**src/rtl/hub75_row_shifter.sv**
```systemverilog
// HUB75 row shifter: fetches one row per segment from the framebuffer,
// extracts a bit-plane and clocks it onto the panel RGB/SCLK pins.
module hub75_row_shifter #(
  parameter int hpixel_p = 64,
  parameter int vpixel_p = 64,
  parameter int bpp_p = 8,
  parameter int segments_p = 2,
  parameter int clk_div_wd_p = 8,
  localparam int frame_size_p = hpixel_p * vpixel_p,
  localparam int addr_width_p = $clog2(frame_size_p),
  localparam int pix_bit_width_p = $clog2(bpp_p),
  localparam int seg_offset_p = frame_size_p / segments_p
) (
  input  logic                       clk,
  input  logic                       rst,
  input  logic [clk_div_wd_p-1:0]    i_clk_div,
  input  logic                       i_tx_start,
  input  logic [addr_width_p-1:0]    i_init_addr,
  input  logic [pix_bit_width_p-1:0] i_pix_bit,
  output logic                       o_tx_ready,
  output logic                       o_mem_rd_en,
  output logic [addr_width_p-1:0]    o_mem_addr,
  input  logic [3*bpp_p-1:0]         i_mem_rdata,
  output logic [3*segments_p-1:0]    o_rgb,
  output logic                       o_sclk
);

  localparam int col_wd_l = $clog2(hpixel_p);
  localparam int k_wd_l = $clog2(segments_p + 1);

  typedef enum logic [1:0] {
    IDLE,
    FETCH,
    CLK_LO,
    CLK_HI
  } state_t;

  state_t state_q, state_d;

  logic [addr_width_p-1:0]    init_q;
  logic [addr_width_p-1:0]    addr_q;
  logic [addr_width_p-1:0]    addr_calc;
  logic [pix_bit_width_p-1:0] pb_q;
  logic [clk_div_wd_p-1:0]    div_q;
  logic [clk_div_wd_p-1:0]    ph_q;
  logic [col_wd_l-1:0]        col_q;
  logic [k_wd_l-1:0]          k_q;
  logic [3*segments_p-1:0]    stage_q;
  logic [3*segments_p-1:0]    stage_d;
  logic [bpp_p-1:0]           r_w;
  logic [bpp_p-1:0]           g_w;
  logic [bpp_p-1:0]           b_w;
  logic [2:0]                 bits;
  logic                       issue;
  logic                       ph_end;
  logic                       last_col;
  logic                       start;

  assign r_w = i_mem_rdata[3*bpp_p-1:2*bpp_p];
  assign g_w = i_mem_rdata[2*bpp_p-1:bpp_p];
  assign b_w = i_mem_rdata[bpp_p-1:0];
  assign bits = {r_w[pb_q], g_w[pb_q], b_w[pb_q]};

  assign addr_calc = init_q
                   + addr_width_p'(col_q)
                   + addr_width_p'(int'(k_q) * seg_offset_p);

  assign ph_end = (ph_q == div_q);
  assign last_col = (col_q == col_wd_l'(hpixel_p - 1));
  assign start = (state_q == IDLE) && i_tx_start;

  always_comb begin
    state_d = state_q;
    stage_d = stage_q;
    issue = 1'b0;
    unique case (state_q)
      IDLE: begin
        if (i_tx_start) state_d = FETCH;
      end
      FETCH: begin
        issue = (k_q < k_wd_l'(segments_p));
        // data for the read issued at k-1 lands now
        for (int s = 0; s < segments_p; s++) begin
          if (k_q == k_wd_l'(s + 1)) stage_d[3*s +: 3] = bits;
        end
        if (k_q == k_wd_l'(segments_p)) state_d = CLK_LO;
      end
      CLK_LO: begin
        if (ph_end) state_d = CLK_HI;
      end
      CLK_HI: begin
        if (ph_end) state_d = last_col ? IDLE : FETCH;
      end
      default: state_d = IDLE;
    endcase
  end

  assign o_tx_ready = (state_q == IDLE);
  assign o_sclk = (state_q == CLK_HI);
  assign o_mem_rd_en = issue;
  assign o_mem_addr = issue ? addr_calc : addr_q;

  always_ff @(posedge clk or posedge rst) begin
    if (rst) begin
      state_q <= IDLE;
      init_q <= '0;
      addr_q <= '0;
      pb_q <= '0;
      div_q <= '0;
      ph_q <= '0;
      col_q <= '0;
      k_q <= '0;
      stage_q <= '0;
      o_rgb <= '0;
    end else begin
      state_q <= state_d;
      stage_q <= stage_d;
      addr_q <= o_mem_addr;
      if (start) begin
        init_q <= i_init_addr;
        pb_q <= i_pix_bit;
        div_q <= i_clk_div;
        col_q <= '0;
        k_q <= '0;
        ph_q <= '0;
      end
      if (state_q == FETCH) k_q <= k_q + 1'b1;
      if (state_q == FETCH && state_d == CLK_LO) o_rgb <= stage_d;
      if (state_q == CLK_LO || state_q == CLK_HI) begin
        ph_q <= ph_end ? '0 : ph_q + 1'b1;
      end
      if (state_q == CLK_HI && ph_end && !last_col) begin
        col_q <= col_q + 1'b1;
        k_q <= '0;
      end
    end
  end

endmodule
```
**config.mk**
```make
export PLATFORM = sky130hd
export DESIGN_NAME = hub75_row_shifter
export DESIGN_NICKNAME = d
export VERILOG_FILES = /design/src/rtl/hub75_row_shifter.sv
export SDC_FILE = /design/constraint.sdc
export NUM_CORES = 1
export LEC_CHECK = 0
export BUFFER_PORTS_ARGS = -buffer_cell sky130_fd_sc_hd__buf_4
export CORE_UTILIZATION = 49
export CTS_CLUSTER_DIAMETER = 50
export DETAILED_ROUTE_END_ITERATION = 6
export PLACE_DENSITY = 0.76
export SLEW_MARGIN = 20
export SYNTH_ARGS = -nofsm -noshare
export SYNTH_HDL_FRONTEND = slang
export SYNTH_SLANG_ARGS = --single-unit
```
**constraint.sdc**
```tcl
create_clock -name clk -period 1.96 [get_ports clk]
set_input_delay 0.196 -clock clk [delete_from_list [all_inputs] [get_ports clk]]
set_output_delay 0.196 -clock clk [all_outputs]
set_load 0.005 [all_outputs]
```
==> impl_metrics.ini <==
[timing]
setup_viol = 16
min_period_ps = 2543
fin_ws_ps = -583.3
worst-slew-pin-transition_ps = 511.6
hold_slack_ps = 39.41
grt_setup_unrepaired = yes
slew_viol_final = 0
fin_crit_sh_pct = 129.8
max_freq_ghz = 0.3932
relSlewSlack_pct = 65.77
tns_ps = -4200
clock_skew_ps = 12.01
hold_viol = 0

[synthesis]
syn_nets = 406
netlist.area_leader.share_pct = 48.48
synth.area.mux_share_pct = 5.942
synth-main-ff-cell = dfrtp_1
synthXorXnorAreaFrac_pct = 6.020
synth_top_family_by_area = simple AND/OR/NAND/NOR gates
yosys-top-cells-area = dfrtp_1 (48%), nand2_1 (13%), o21ai_0 (5.8%), xnor2_1 (4.9%), mux4_2 (4.2%)
ys_warn_count = 0
ys_seq_area_share_pct = 48.48
avgSynthCellArea_sq_um = 9.277
synth-edff-count = 0
synth_compound_area_share_pct = 11.42
synth_area_leader_cell = dfrtp_1
synthTopCellsByCount = nand2_1 (109), dfrtp_1 (62), o21ai_0 (37)
ys_seq_elements = 62
syn-cell-area_sq_um = 3201
synth_simple_gate_area_share_pct = 20.41
synthAdderAreaFrac_pct = 4.535
netlist_instances = 345
synth.distinct_cells = 36
yosysMostFrequentCell = nand2_1
ys_async_sr_fraction_pct = 100.0

[setup_path]
crit_fanout = 2
startpoint_type = flip-flop
setup.worst_path.end_class = primary output
critPathArrivalTime_ps = 2350
r2r_slack_ps = -60
cp.required_ps = 1760
crit_type = reg2out

[final_layout]
instances_no_fill = 531
syn2layout_area_growth_pct = 36.16
drive_gt1_share_pct = 33.92
num_antenna_cells = 0
final_nets = 511
fill_cells = 481

[pwr]
power_density_nw_per_um2 = 578.9
power.total_mw = 2.523
vdd_drop_max_v = 0.0003715
leakage_nw = 2.105

[global_route]
antenna_found_initial = 0
grt-ovfl-total = 0
grt_pass1_vias = 2674
grt_usage_pct = 22.52
grt_max_degree = 42
grt_pass1_wl_microns = 12280

[routing]
drt_iter0_markers = 127
wl_per_cell_microns = 13.82
vias = 2745
wl_microns = 7337
drcViolationCount = 0
ant_nets = 0
vias_per_cell = 5.169
dr.pass1.iters = 4

[cts]
clk_pin_slew_worst_paths_ps = 70
h-tree-depth = 3
cts_tree = built
cts.sinks = 62
cts_root_buf = clkbuf_8
cts_inserted_buffers = 9
insertion_delay_ps = 340
ctsLongestPathBuffers = 2

[floorplanning]
start_util_pct = 50.69
die-area_sq_um = 6859
dieWidth_microns = 82.82
core_sq_um = 6314
placementRows = 29
ios = 71
die_y_microns = 82.82

[placement]
dp.cells = 498
dp_hpwl_microns = 4943
gp_congestion = 0.7774
port-buffer-count = 70

[worst_hold_path]
hold_path.class = in2reg

[run_status]
status = finished with violations
violations = negative setup slack

[job]
drv_cap = 0
through the flow:
stage | instance area [sq um] | utilization, % | setup slack (ps)
2_1_floorplan | 3201 | - | -2.540
3_3_place_gp | 3920 | 62.09 | -147.0
3_5_place_dp | 3920 | 62.09 | -215.0
4_1_cts | 4283 | 67.84 | -499.3
5_1_grt | 4358 | 69.03 | -665.4
6_report | 4358 | 69.03 | -583.3
cells in the final DEF, fill, tap and decap left out, drive strengths merged:
| cell type | Yosys | layout |
|---|---|---|
| mux4 | 6 | 6 |
| o211ai | 3 | 3 |
| and2 | 2 | 2 |
| nand2 | 109 | 109 |
| xnor2 | 18 | 18 |
| mux2i | 4 | 4 |
| nor2 | 12 | 12 |
| nand4 | 5 | 5 |
| mux2 | 1 | 1 |
| o21ai | 39 | 39 |
| o21a | 4 | 4 |
| ha | 10 | 10 |
| dlygate4sd3 | 0 | 1 |
| inv | 12 | 12 |
| clkinv | 0 | 3 |
| a21oi | 8 | 8 |
| o31ai | 2 | 2 |
| and3 | 2 | 2 |
| clkinvlp | 0 | 2 |
| xor2 | 4 | 4 |
| nand3 | 9 | 9 |
| a211oi | 2 | 2 |
| nor3b | 3 | 3 |
| nor2b | 3 | 3 |
| a21o | 4 | 4 |
| fa | 1 | 1 |
| nand2b | 4 | 4 |
| clkbuf | 5 | 9 |
| nor3 | 1 | 1 |
| o31a | 1 | 1 |
| bufinv | 0 | 1 |
| o41ai | 1 | 1 |
| dfrtp | 62 | 62 |
| buf | 8 | 106 |
sequential cells by signal, summed over array words and instances (netlist names):
name / flops
addr_q: 12
init_q: 12
div_q: 8
ph_q: 8
col_q: 6
o_rgb: 6
pb_q: 3
stage_q: 3
k_q: 2
state_q: 2
routing by layer:
metal	vias up	GRT usage [%]	part of all wire, %
met1	1306	29.50	44
li1	1368	-	-
met3	13	3.777	3.1
met5	-	0	0
met2	58	36.96	50
met4	0	9.875	2.0
worst max-delay path: stages (launching register included):
cell	delay (ps)
dfrtp_1	360
ha_2	200
inv_2	40
fa_2	340
nor2b_2	150
buf_4	120
buf_4	100
buf_4	110
o21ai_2	60
a211oi_1	270
a21o_1	160
buf_6	100
worst paths after layout:
kind	startpoint	end	cells past startpoint
worst max-delay path	init_q[0]	o_mem_addr[4]	11
worst min-delay path	i_init_addr[9]	init_q[9]	3
worst max register to register	init_q[0]	addr_q[10]	10
worst min register to register	addr_q[1]	addr_q[1]	2
max in group asynchronous	rst	state_q[1]	4
min in group asynchronous	rst	init_q[7]	3
cells by family after synthesis:
group           Yosys count
xor+xnor                 22
mux                      11
fa+ha+maj                11
compound gates           64
buf+inv                  25
flops                    62
simple gates            150
what timing repair did:
action / 4_1_cts / 5_1_grt
gates resized for setup: 26 / 8
hold buffers: 1 / 0
endpoints found under the setup margin: 12 / 20
cloned: 0 / 0
pin swaps: 18 / 14
endpoints found under the hold margin: 21 / 0
setup buffers: 15 / 5
final cells by class:
class	instances	area [sq um]	share of cell area [%]
tap	77	96.34	2.211
clock buffer	9	123.9	2.842
multi-input combinational	258	1649	37.84
sequential	62	1554	35.66
timing repair buffer	107	825.8	18.95
inverter	12	45.04	1.034
clock inverter	6	63.81	1.464
power by group:
group          switching, mW  internal [mW]  total (mW)  leakage, nW
clock                  0.513          0.577        1.09       0.0911
combinational         0.0511         0.0878       0.139         1.23
sequential           0.00555           1.29        1.29        0.788
total                  0.570           1.95        2.52         2.10
Power figures use the tool's default switching activity.
